File: src/rtl/uart_rx_fifo.sv
// Receive FIFO behind the UART receiver: first-word-fall-through read port,
// registered fill level with threshold flag, and sticky overrun/underflow flags.
module uart_rx_fifo #(
    parameter int DATA_W = 8,
    parameter int ADDR_W = 4,
    parameter int THRESH = 8
) (
    input  logic              clk,
    input  logic              reset_n,
    input  logic              wr_en,
    input  logic [DATA_W-1:0] wr_data,
    input  logic              rd_en,
    output logic [DATA_W-1:0] rd_data,
    output logic              empty,
    output logic              full,
    output logic [ADDR_W:0]   level,
    output logic              thresh_irq,
    output logic              overrun,
    output logic              underflow,
    input  logic              clr,
    input  logic              err_clr
);

    localparam logic [ADDR_W:0]   DEPTH    = {1'b1, {ADDR_W{1'b0}}};
    localparam logic [ADDR_W:0]   THRESH_L = (ADDR_W + 1)'(THRESH);
    localparam logic [ADDR_W:0]   LVL_ONE  = 1;
    localparam logic [ADDR_W-1:0] PTR_ONE  = 1;

    logic [DATA_W-1:0] mem [2**ADDR_W];
    logic [ADDR_W-1:0] wr_ptr;
    logic [ADDR_W-1:0] rd_ptr;
    logic [ADDR_W:0]   level_next;
    logic              push_ok;
    logic              pop_ok;
    logic              overrun_ev;
    logic              underflow_ev;

    assign empty = (level == '0);
    assign full  = (level == DEPTH);

    // A push into a full FIFO is still accepted when the head is popped in the same cycle.
    assign pop_ok       = rd_en && !empty;
    assign push_ok      = wr_en && (!full || rd_en);
    assign overrun_ev   = wr_en && !push_ok;
    assign underflow_ev = rd_en && empty;

    assign rd_data = empty ? '0 : mem[rd_ptr];

    always_comb begin
        level_next = level;
        if (push_ok && !pop_ok)
            level_next = level + LVL_ONE;
        else if (pop_ok && !push_ok)
            level_next = level - LVL_ONE;
    end

    // NOTE: storage has no reset; only pointers and level define which entries are valid.
    always_ff @(posedge clk) begin
        if (push_ok && !clr)
            mem[wr_ptr] <= wr_data;
    end

    // NOTE: all sequential state uses non-blocking assignments so every register
    // samples the pre-edge values computed above.
    always_ff @(posedge clk or negedge reset_n) begin
        if (!reset_n) begin
            wr_ptr     <= '0;
            rd_ptr     <= '0;
            level      <= '0;
            thresh_irq <= 1'b0;
            overrun    <= 1'b0;
            underflow  <= 1'b0;
        end else if (clr) begin
            wr_ptr     <= '0;
            rd_ptr     <= '0;
            level      <= '0;
            thresh_irq <= 1'b0;
            overrun    <= 1'b0;
            underflow  <= 1'b0;
        end else begin
            if (push_ok)
                wr_ptr <= wr_ptr + PTR_ONE;
            if (pop_ok)
                rd_ptr <= rd_ptr + PTR_ONE;
            level      <= level_next;
            thresh_irq <= (level_next >= THRESH_L);
            // A new error event in the same cycle as err_clr leaves the flag set.
            if (overrun_ev)
                overrun <= 1'b1;
            else if (err_clr)
                overrun <= 1'b0;
            if (underflow_ev)
                underflow <= 1'b1;
            else if (err_clr)
                underflow <= 1'b0;
        end
    end

endmodule
File: config.mk
export PLATFORM = sky130hd
export DESIGN_NAME = uart_rx_fifo
export DESIGN_NICKNAME = d
export VERILOG_FILES = /design/src/rtl/uart_rx_fifo.sv
export SDC_FILE = /design/constraint.sdc
export NUM_CORES = 1
export LEC_CHECK = 0
export ABC_AREA = 1
export CAP_MARGIN = 15
export CORE_UTILIZATION = 35
export CTS_BUF_LIST = sky130_fd_sc_hd__clkbuf_8
export CTS_CLUSTER_DIAMETER = 30
export CTS_CLUSTER_SIZE = 30
export DETAILED_ROUTE_END_ITERATION = 12
export PLACE_DENSITY = 0.58
export SLEW_MARGIN = 20
export SYNTH_ARGS = -nofsm -noshare
export SYNTH_HDL_FRONTEND = slang
export SYNTH_SLANG_ARGS = --single-unit
export TNS_END_PERCENT = 50
File: constraint.sdc
create_clock -name clk -period 2.9 [get_ports clk]
set_clock_uncertainty 0.1 [all_clocks]
set_input_delay 0.29 -clock clk [delete_from_list [all_inputs] [get_ports clk]]
set_output_delay 0.29 -clock clk [all_outputs]
set_load 0.005 [all_outputs]
=== Yosys cells after proc, flatten, opt, wreduce, memory -nomap -nowiden ===
Memories as Yosys holds them, arrays and structs flattened.
Cells that the tools add are included.

* Multiply operators: 0
* $lt $le $gt $ge: 1
* Bitwise gates (word level): 0
* Add/subtract/negate cells: 4
* Divide/modulo/power cells: 0
* Equality and inequality tests: 1
* Reduce and logical (&&, ||, !) cells: 18
* Shift-type cells: 0
* Mux-type cells: 16

{| class="wikitable"
|+ Operator list
! cell !! count
|-
| $mux W4 || 4
|-
| $mux W5 || 3
|-
| $add A4 B1 Y4 const B || 2
|-
| $mux W1 || 8
|-
| $mux W8 || 1
|-
| $logic_and A1 B1 Y1 || 7
|-
| $reduce_bool A3 Y1 || 2
|-
| $add A5 B1 Y5 const B || 1
|-
| $eq A5 B5 Y1 const B || 1
|-
| $ge A5 B4 Y1 const B || 1
|-
| $logic_not A1 Y1 || 5
|-
| $logic_not A5 Y1 || 1
|-
| $sub A5 B1 Y5 const B || 1
|-
| $reduce_bool A2 Y1 || 2
|-
| $logic_or A1 B1 Y1 || 1
|}

* Latch bits: 0
* Output and inout bits: 18
* Input port bits: 14
* ROM bits: 0
* Logic and storage cells: 47
* Bits in registers: 16
* Memories: 1
* RAM bits: 128

{| class="wikitable"
|+ Memories
! name !! words !! width !! rd ports !! clocked after Yosys merged registers in !! write ports !! RTL line !! source
|-
| mem || 16 || 8 || 1 || 0 || 1 || 29 || <nowiki>logic [DATA_W-1:0] mem [2**ADDR_W];</nowiki>
|}

=== Logic depth before layout (Yosys ltp) ===
* Depth in word-level cells: 10
* Depth in mapped cells: 11
* Depth with buffers taken out: 11

=== Worst setup path after synthesis ===
OpenSTA, ideal clock, no wires.

* Path type: register to register
* Start point: reg level[0]
* End point: mem mem[11][0], enable pin
* Required time: 2.417 ns
* Path buffers: 0
* Arrival: 1.794 ns
* Cell stages (with the launch flop): 10
* Library setup time: 0.383 ns
* Slack: 0.623 ns
* Clock period less this slack: 2.277 ns
* Path through: dfrtp_1 > inv_1 > ha_1 > nand2_2 > nor2_4 > nand2_4 > nand2_8 > inv_6 > nand2_8 > nor3_1

* Longest elaborated chain between the ends: 7

{| class="wikitable"
|+ Ends and longest elaborated chain
! element !! RTL line !! source
|-
| start: declaration || 16 || <nowiki>output logic [ADDR_W:0] level,</nowiki>
|-
| start signal: assignment || 85 || <nowiki>level <= level_next;</nowiki>
|-
| $eq A5 B5 Y1 || 39 || <nowiki>assign full = (level == DEPTH);</nowiki>
|-
| net full || 15 || <nowiki>output logic full,</nowiki>
|-
| $logic_not A1 Y1 || 43 || <nowiki>assign push_ok = wr_en && (!full || rd_en);</nowiki>
|-
| $logic_or A1 B1 Y1 || 43 ||
|-
| $logic_and A1 B1 Y1 || 43 ||
|-
| $logic_and A1 B1 Y1 || 59 || <nowiki>if (push_ok && !clr)</nowiki>
|-
| $mux W1 || 59 ||
|-
| $mux W1 (not written as such) || 60 || <nowiki>mem[wr_ptr] <= wr_data;</nowiki>
|-
| end: declaration || 29 ||
|}

The timed path passes the listed nets, and every way through them passes these cells.

=== Worst setup path after layout ===
* Start point: reg rd_ptr[0]
* End point: out rd_data[7]

* Longest elaborated chain between the ends: 2

{| class="wikitable"
|+ Ends and longest elaborated chain
! element !! RTL line !! source
|-
| start: declaration || 31 || <nowiki>logic [ADDR_W-1:0] rd_ptr;</nowiki>
|-
| start signal: assignment || 84 || <nowiki>rd_ptr <= rd_ptr + PTR_ONE;</nowiki>
|-
| $mem_v2 Z16 W8 || - ||
|-
| $mux W8 || 47 || <nowiki>assign rd_data = empty ? '0 : mem[rd_ptr];</nowiki>
|-
| end: declaration || 13 || <nowiki>output logic [DATA_W-1:0] rd_data,</nowiki>
|}

No other way between the ends.

==> reports/qor.txt <==
Clock latency on the worst-skew pair = 430 ps
Most used routing layer = met2
Fmax = 0.358 GHz
R2R setup slack = 720 ps
Synth area leaders = edfxtp_1, nand2_1, nand3_1
Vias = 4285
H-tree depth = 4
Synth Register Bits = 144
DRT Pass-1 Iters = 4
Max Root-Sink Buffers = 2
Largest net degree at the start of global routing = 67
Peak VDD IR = 298 uV
Cell taking the most area after synthesis = edfxtp_1
Library cells used by synthesis = 33
Total track usage = 16.7%
Min Clock Period, post-route = 2800 ps
Synth Area per Inst = 11.1 um^2
Hpwl dp = 9.27 mm
GRT overflow = 0
CTS Buf Count = 17
# diodes = 0
Clk pwr share = 30.4%
Synth top cells by count = nand2_1, edfxtp_1, nand3_1, inv_1, dfrtp_1
CP Capture Type = output pin
Slew Limit Headroom = 45.1%
Hold WC Path Type = in2async
Top cell type's share of synthesized area = 60.9%
Syn Inst Count = 570
Post-synthesis async set-or-reset flop share = 11.1%
Number of synthesized flops with an enable pin = 128
Drt via density = 4.98
Tcrit/Tclk final = 96.4%
Max_cap viols = 0
Final-report hold violation count = 0
Internal power = 0.00347 W
Mapped Nets = 591
Number of global-route vias before repair = 4108
Worst-path clk slew = 80 ps
CTS tree = done
WP data arrival = 2410 ps
Ys Warns = 0
Antenna violations before repair = 0
Synth Flop Type = edfxtp_1
Row count = 48
Met1 track demand over resource = 22.4%
P per Cell Area = 647 nW/um^2
Core ar. = 17500 um^2
Die W = 136 um
Gate power share = 21.2%
Crit-path max FO = 33
WL final = 14.8 mm
Most frequent cell after synthesis = nand2_1
Placer Congestion = 0.839
Area Growth Syn to Fin = 18.3%
Iter 0 DRT Violations = 320
TNS Setup = 0 ps
Mapped Area = 6310 um^2
Layout cells sized above 1 = 14.0%
Met3 global-route usage = 3.54%
Crit path kind = reg2out
Remaining DRCs = 0
Die height = 136 um
Final Max Tran Viols = 0
Nets = 645
Die area = 18600 um^2
Initial Utilization = 36.1%
Met2 usage = 26.0%
Root Driver = clkbuf_8
Tightest Pin Transition = 821 ps
Switching Fraction = 28.2%
Reg power frac = 48.4%
# IOs = 32
Nature of the critical path startpoint = register
CP required = 2510 ps
Final setup viols = 0
Hold Slack = 225 ps
Sequential share of the synthesized area = 67.2%
Port bufs = 31
Per-cell routed wire length = 17.2 um
Leak = 2.82 nW
# clock sinks = 144
Net switching power = 0.00136 W
Post-DRT Antenna Nets = 0
Global-route wire length before repair = 22.4 mm
Number of hold buffers added after cts = 0
Run status = finished, final reports clean
per-layer routing:
metal  vias up  share of wire (%)  wire (um)
met4         0                1.6        240
li1       2063                  -          -
met5         -                  0          0
met3        14                5.1        759
met2       124                 48       7060
met1      2084                 46       6770
stage by stage:
step	utilization [%]	setup slack [ps]	std cells	instance area, um^2	power (W)
2_1_floorplan	-	623	570	6310	0.00296
3_3_place_gp	40.0	379	825	6990	0.00330
3_5_place_dp	40.0	422	825	6990	0.00332
4_1_cts	42.1	2.44	855	7360	0.00479
5_1_grt	42.7	-2.36	860	7470	0.00506
6_report	42.7	104	860	7470	0.00483
timing repair:
item / 4_1_cts / 5_1_grt
buffers inserted: 0 / 3
cloned: 0 / 2
resized for setup: 2 / 8
setup endpoints to repair: 4 / 7
layout make-up:
type                    instances  area [um^2]
well taps                     225          282
fillers                      1600        10000
repair buffers                 62          639
clock buffers                  17          234
multi-input cells             373         1830
flip-flops and latches        144         4250
inverters                      26          114
clock inverters                13          125
cell families after synthesis:
kind of cell / synth area share (%)
adder cells (fa/ha/maj): 1.39
buffers and inverters: 3.98
XOR/XNOR: 0.693
AO/OA/AOI/OAI: 2.00
AND/OR/NAND/NOR: 24.7
flip-flops: 67.2
placed cells by master, fill, tap and decap left out, types with 2 or more instances in the layout:
master	n
edfxtp_1	128
nor3_1	5
clkbuf_16	2
nor2_4	3
a21oi_1	11
clkinv_1	5
nor2_1	15
o21ai_0	8
nand4_1	2
nor2_2	2
clkinvlp_4	2
a21oi_2	3
nand2_2	7
inv_6	3
nand2_1	186
clkbuf_8	17
xor2_1	4
clkdlybuf4s50_1	31
nand3_2	2
inv_1	21
clkinv_2	2
bufinv_16	2
nand2_8	2
dfrtp_1	15
ha_1	7
nand3_1	106
nor3_2	4
buf_12	4
buf_4	23
power by group through the flow:
stage	Combinational, W	Clock [W]	Sequential, W
floorplan	0.000584	0	0.00237
global placement	0.000921	0	0.00238
detailed placement	0.000940	0	0.00238
CTS	0.000948	0.00150	0.00234
global route	0.00113	0.00158	0.00235
finish	0.00102	0.00147	0.00234
sequential cells by signal, summed over array words and instances (netlist names):
signal and flops:
level 5, underflow 1, overrun 1, mem 128, thresh_irq 1, wr_ptr 4, rd_ptr 4
path summary, 6_finish.rpt:
path	startpoint	end	cells past startpoint
max	rd_ptr[0]$_DFFE_PN0P_	rd_data[7]	9
min	reset_n	overrun$_DFFE_PN0P_	1
max reg2reg	level[0]$_DFF_PN0_	mem[6][0]$_DFFE_PP_	10
min reg2reg	overrun$_DFFE_PN0P_	overrun$_DFFE_PN0P_	2
max in group asynchronous	reset_n	rd_ptr[0]$_DFFE_PN0P_	1
min in group clk	err_clr	overrun$_DFFE_PN0P_	4
critical path: stages, from the launching register on:
cell	delay [ps]
dfrtp_2	480
buf_12	140
clkbuf_16	210
nand2_1	70
nand3_1	80
nand3_1	90
nand2_1	70
nand2_1	90
a21oi_1	200
clkdlybuf4s50_1	530
Power figures use the tool's default switching activity.
